$ cat src/rtl/arbitro_rr4.sv
`default_nettype none
// +----------------------------------------------------------------------------+
// | Module   : arbitro_rr4                                                     |
// | Purpose  : Four-way round-robin arbiter draining input FIFOs 0..3 into one |
// |            downstream FIFO with a fixed pop -> push latency of two cycles. |
// | Revision : 1.0  initial release                                            |
// +----------------------------------------------------------------------------+
module arbitro_rr4 #(
  parameter int unsigned DATA_WIDTH = 10,
  parameter logic [1:0]  START_PTR  = 2'd3
) (
  input  logic                  clk,
  input  logic                  rst,
  input  logic                  empty_FIFO_0,
  input  logic                  empty_FIFO_1,
  input  logic                  empty_FIFO_2,
  input  logic                  empty_FIFO_3,
  input  logic [DATA_WIDTH-1:0] data_out_FIFO_0,
  input  logic [DATA_WIDTH-1:0] data_out_FIFO_1,
  input  logic [DATA_WIDTH-1:0] data_out_FIFO_2,
  input  logic [DATA_WIDTH-1:0] data_out_FIFO_3,
  input  logic                  almost_full,
  input  logic                  enable,
  output logic                  pop_0,
  output logic                  pop_1,
  output logic                  pop_2,
  output logic                  pop_3,
  output logic                  push,
  output logic [DATA_WIDTH-1:0] data_out,
  output logic                  idle,
  output logic [1:0]            state
);

  typedef enum logic [1:0] {
    ST_IDLE   = 2'b00,
    ST_ACTIVE = 2'b01,
    ST_STALL  = 2'b10
  } state_t;

  state_t                  state_q, state_d;
  logic [1:0]              last_ptr_q, last_ptr_d;
  logic [3:0]              pop_q, pop_d;
  logic                    v1_q, v1_d;       // a word is being read out of an input FIFO this cycle
  logic [1:0]              sel1_q, sel1_d;   // which FIFO that word comes from
  logic                    push_q, push_d;
  logic [DATA_WIDTH-1:0]   data_q, data_d;
  logic                    idle_q, idle_d;

  logic [3:0]              empty_vec;
  logic [3:0]              elig;
  logic                    grant_found;
  logic [1:0]              grant_idx;
  logic                    grant_ok;
  logic                    pipe_empty;

  assign empty_vec  = {empty_FIFO_3, empty_FIFO_2, empty_FIFO_1, empty_FIFO_0};
  // A FIFO popped this cycle still shows its stale empty flag, so skip it once.
  assign elig       = ~empty_vec & ~pop_q;
  assign pipe_empty = (pop_q == 4'b0000) && !v1_q;
  assign grant_ok   = grant_found && enable && !almost_full && (state_q != ST_STALL);

  // Rotating-priority search starting just after the last granted FIFO.
  always_comb begin
    logic [1:0] cand;
    grant_found = 1'b0;
    grant_idx   = last_ptr_q;
    cand        = last_ptr_q;
    for (int i = 1; i <= 4; i++) begin
      cand = last_ptr_q + 2'(i);
      if (!grant_found && elig[cand]) begin
        grant_found = 1'b1;
        grant_idx   = cand;
      end
    end
  end

  // Next-state decision for the arbitration FSM.
  always_comb begin
    state_d = state_q;
    case (state_q)
      ST_IDLE: begin
        if (enable && !almost_full && (elig != 4'b0000)) state_d = ST_ACTIVE;
      end
      ST_ACTIVE: begin
        if (almost_full) begin
          state_d = ST_STALL;
        end else if (((elig == 4'b0000) || !enable) && pipe_empty) begin
          state_d = ST_IDLE;
        end
      end
      ST_STALL: begin
        if (!almost_full) state_d = ST_ACTIVE;
      end
      default: state_d = ST_IDLE;
    endcase
  end

  // Grant, two-stage read pipeline and idle computation.
  always_comb begin
    pop_d      = 4'b0000;
    last_ptr_d = last_ptr_q;
    if (grant_ok) begin
      pop_d[grant_idx] = 1'b1;
      last_ptr_d       = grant_idx;
    end
    // While a pop is outstanding last_ptr_q already names the popped FIFO.
    v1_d   = (pop_q != 4'b0000);
    sel1_d = last_ptr_q;
    push_d = v1_q;
    data_d = data_q;
    if (v1_q) begin
      case (sel1_q)
        2'd0:    data_d = data_out_FIFO_0;
        2'd1:    data_d = data_out_FIFO_1;
        2'd2:    data_d = data_out_FIFO_2;
        default: data_d = data_out_FIFO_3;
      endcase
    end
    idle_d = (state_d == ST_IDLE) && (pop_d == 4'b0000) && !push_d && !v1_d;
  end

  // State and registered outputs; reset overrides everything.
  always_ff @(posedge clk) begin
    if (rst) begin
      state_q    <= ST_IDLE;
      last_ptr_q <= START_PTR;
      pop_q      <= 4'b0000;
      v1_q       <= 1'b0;
      sel1_q     <= 2'd0;
      push_q     <= 1'b0;
      data_q     <= '0;
      idle_q     <= 1'b1;
    end else begin
      state_q    <= state_d;
      last_ptr_q <= last_ptr_d;
      pop_q      <= pop_d;
      v1_q       <= v1_d;
      sel1_q     <= sel1_d;
      push_q     <= push_d;
      data_q     <= data_d;
      idle_q     <= idle_d;
    end
  end

  assign pop_0    = pop_q[0];
  assign pop_1    = pop_q[1];
  assign pop_2    = pop_q[2];
  assign pop_3    = pop_q[3];
  assign push     = push_q;
  assign data_out = data_q;
  assign idle     = idle_q;
  assign state    = state_q;

endmodule
`default_nettype wire

$ cat config.mk
export PLATFORM = sky130hd
export DESIGN_NAME = arbitro_rr4
export DESIGN_NICKNAME = d
export VERILOG_FILES = /design/src/rtl/arbitro_rr4.sv
export SDC_FILE = /design/constraint.sdc
export NUM_CORES = 1
export LEC_CHECK = 0
export BUFFER_PORTS_ARGS = -buffer_cell sky130_fd_sc_hd__buf_2
export CAP_MARGIN = 25
export CORE_MARGIN = 4
export CORE_UTILIZATION = 43
export DETAILED_ROUTE_END_ITERATION = 6
export PLACE_DENSITY = 0.91
export RECOVER_POWER = 25
export SLEW_MARGIN = 20
export SYNTH_ARGS = -nofsm -noshare
export SYNTH_HDL_FRONTEND = slang
export SYNTH_SLANG_ARGS = --single-unit
$ cat constraint.sdc
create_clock -name clk -period 1.67 [get_ports clk]
set_input_delay 0.2505 -clock clk [delete_from_list [all_inputs] [get_ports clk]]
set_output_delay 0.2505 -clock clk [all_outputs]
set_load 0.02 [all_outputs]
==> results.cfg <==
[outcome]
outcome = completed

[sta]
clock_skew_ps = 5.038
worst_slack_ps = 187.1
hold_viol_final = 0
slew_headroom = 0.4992
setup_viol = 0
worstMarginPinSlew_ps = 751.2
timing.fmax_mhz = 674.3
holdWs_ps = 127.1
slew_violations = 0
finalCriticalPeriod_ps = 1483
setup_tns_ps = 0
rsz0062_at_grt = no
finalCritPeriodShare = 0.8880

[floorplan]
die_h_um = 59.83
io_pins = 66
start_util = 0.4578
dieArea_um2 = 3579
die_width_um = 59.83
core_region_area_um2 = 2522
num_rows = 18

[layout]
drive_above_1_share = 0.4821
finalNetCount = 217
areaGrowthSynthToFinish_pct = 32.29
nFillCells = 232
register_area_um2 = 460.4
diodes = 0
fin_cells = 198
multi_input_area_um2 = 669.4

[detailed_routing]
routed_via_density = 5.576
drc_errors = 0
drtIter0Drc = 23
vias = 1104
dr.pass1.iters = 4
wl_per_cell_um = 15.51
drt_wl_total_mm = 3.071
antenna_left = 0

[grt]
grt_pass1_wl_mm = 4.581
track_usage = 0.1702
grt_pass1_vias = 1099
grt_max_degree = 23
grt.overflow.total = 0
antenna_found_initial = 0

[placement]
hpwl_mm = 2.486
port_buffers = 65
dp.cells = 194
place_worst_setup_slack_ps = 210.1
gp_congestion = 0.8656

[setup_path]
cp-end-kind = register
r2r-start = pop_q[0]$_SDFF_PP0_
critPathLaunch = pop_q[0]$_SDFF_PP0_
cp_max_fo = 5
crit_arrival_ps = 1710
criticalPathCategory = register to register
required_ps = 1900
startpoint_type = register

[pwr]
seqPwrFrac = 0.517
clock_power_share = 0.224
p_int_mw = 0.8375
ir_worst_vdd_mv = 0.5041
p_switching_mw = 0.3443
sw_frac_of_total = 0.2913
cellPowerDensity_nw_per_um2 = 773.6
leakage_nw = 0.6704
comb_power_share = 0.259

[synthesis]
synth_edf_count = 0
syn_avg_cell_area_um2 = 11.32
seq_area_frac_synth = 0.3987
ys_warn_count = 0
syn-instance-count = 102
ys_ff_latch = 23
synth_ff_type = dfxtp_1
synth_fp_nets = 150
synth_cell_type_count = 34
ys_async_sr_fraction = 0
syn_area_um2 = 1155

[clocking]
clock_sinks = 23
cts_tree = done
root_buffer = clkbuf_4
cts_hold_buf = 0
cts.reportedPaths.clkPinSlew_ps = 130
clk_path_buf_depth = 2
post_cts_buffers = 0
cts_buffers = 3
ctsResizeCount = 0
insertion_delay_ps = 320
htreeDepth = 1

[min_path]
hp-class = primary input to register
hp-start = almost_full

[flow_run]
cap_violations = 0
==> worst paths after layout <==
| check | to | slack [ps] | cells past startpoint |
|---|---|---|---|
| min | state[0]$_SDFF_PP0_ | 130 | 2 |
| max | pop_q[1]$_SDFF_PP0_ | 190 | 4 |
| min reg2reg | data_out[8]$_SDFFE_PP0P_ | 510 | 2 |
| max reg2reg | pop_q[1]$_SDFF_PP0_ | 190 | 4 |
==> area by class of cell <==
| cell class | instances | share of cell area |
|---|---|---|
| Tap cell | 30 | 0.02457 |
| Inverter | 1 | 0.002457 |
| Clock buffer | 4 | 0.01720 |
| Sequential cell | 23 | 0.3014 |
| Multi-Input combinational cell | 73 | 0.4382 |
| Timing Repair Buffer | 67 | 0.2162 |
==> cells in the final DEF, fill, tap and decap left out, types with 2 or more instances in the layout <==
cell type	synthesis	layout
a21oi_1	3	3
nor2_1	17	17
or2_1	2	2
mux2i_1	10	10
buf_2	2	60
clkbuf_4	0	3
or2_2	2	2
nand2b_1	2	2
nor2b_1	3	3
mux4_2	10	10
o21ai_0	2	2
o221ai_1	2	2
clkbuf_1	3	7
dfxtp_1	23	23
==> cells in the mapped netlist, drive strengths merged (2+ instances only) <==
master | number | area [um^2]
dfxtp | 23 | 460.4
nor2 | 17 | 63.81
mux2i | 10 | 100.1
mux4 | 10 | 225.2
or2 | 4 | 25.02
a21oi | 3 | 15.01
clkbuf | 3 | 11.26
nor2b | 3 | 18.77
a221oi | 2 | 23.77
buf | 2 | 10.01
nand2b | 2 | 12.51
nor4 | 2 | 18.77
o21ai | 2 | 10.01
o221ai | 2 | 17.52
==> layer usage <==
layer  GRT usage  vias up  share of wire
met4     0.08861        0          0.024
met2      0.3040       38           0.57
met3     0.03888        8          0.047
li1            -      523              -
met1      0.1844      535           0.35
met5           0        -              0
==> power by group through the flow <==
stage | registers [mW] | logic, mW | clock network, mW
floorplan | 0.634 | 0.189 | 0
global placement | 0.618 | 0.300 | 0
detailed placement | 0.622 | 0.312 | 0
finish | 0.611 | 0.306 | 0.265
CTS | 0.610 | 0.312 | 0.268
global route | 0.614 | 0.335 | 0.288
==> cells by family (layout without fill, tap and decap cells) <==
| logic type | after synthesis | after routing | share of synthesized area |
|---|---|---|---|
| xor gates and xnor gates | 1 | 1 | 0.007585 |
| and+or+nand+nor | 36 | 36 | 0.1636 |
| AOI/OAI and AO/OA | 16 | 16 | 0.1268 |
| muxes | 20 | 20 | 0.2817 |
| DFF | 23 | 23 | 0.3987 |
| buffers and inverters | 6 | 72 | 0.02167 |
==> worst max-delay path, stage by stage, from the launching register on <==
cell and delay [ps]:
dfxtp_1 400, o22ai_1 170, o311ai_2 490, nor2_1 130, and3_1 200
==> stage by stage <==
step                        util  power, mW  area [um^2]
after CTS                 0.6096      1.190         1538
after global placement    0.5992     0.9183         1511
after global routing      0.6057      1.236         1528
final                     0.6057      1.182         1528
after detailed placement  0.5992     0.9339         1511
after floorplan                -     0.8235         1155
==> state kept, by name, summed over array words and instances, names as in the netlist <==
signal	count
data_out	10
idle	1
last_ptr_q	2
pop_q	4
push	1
push_d	1
sel1_q	2
state	2
(Power assumes the default switching activity.)
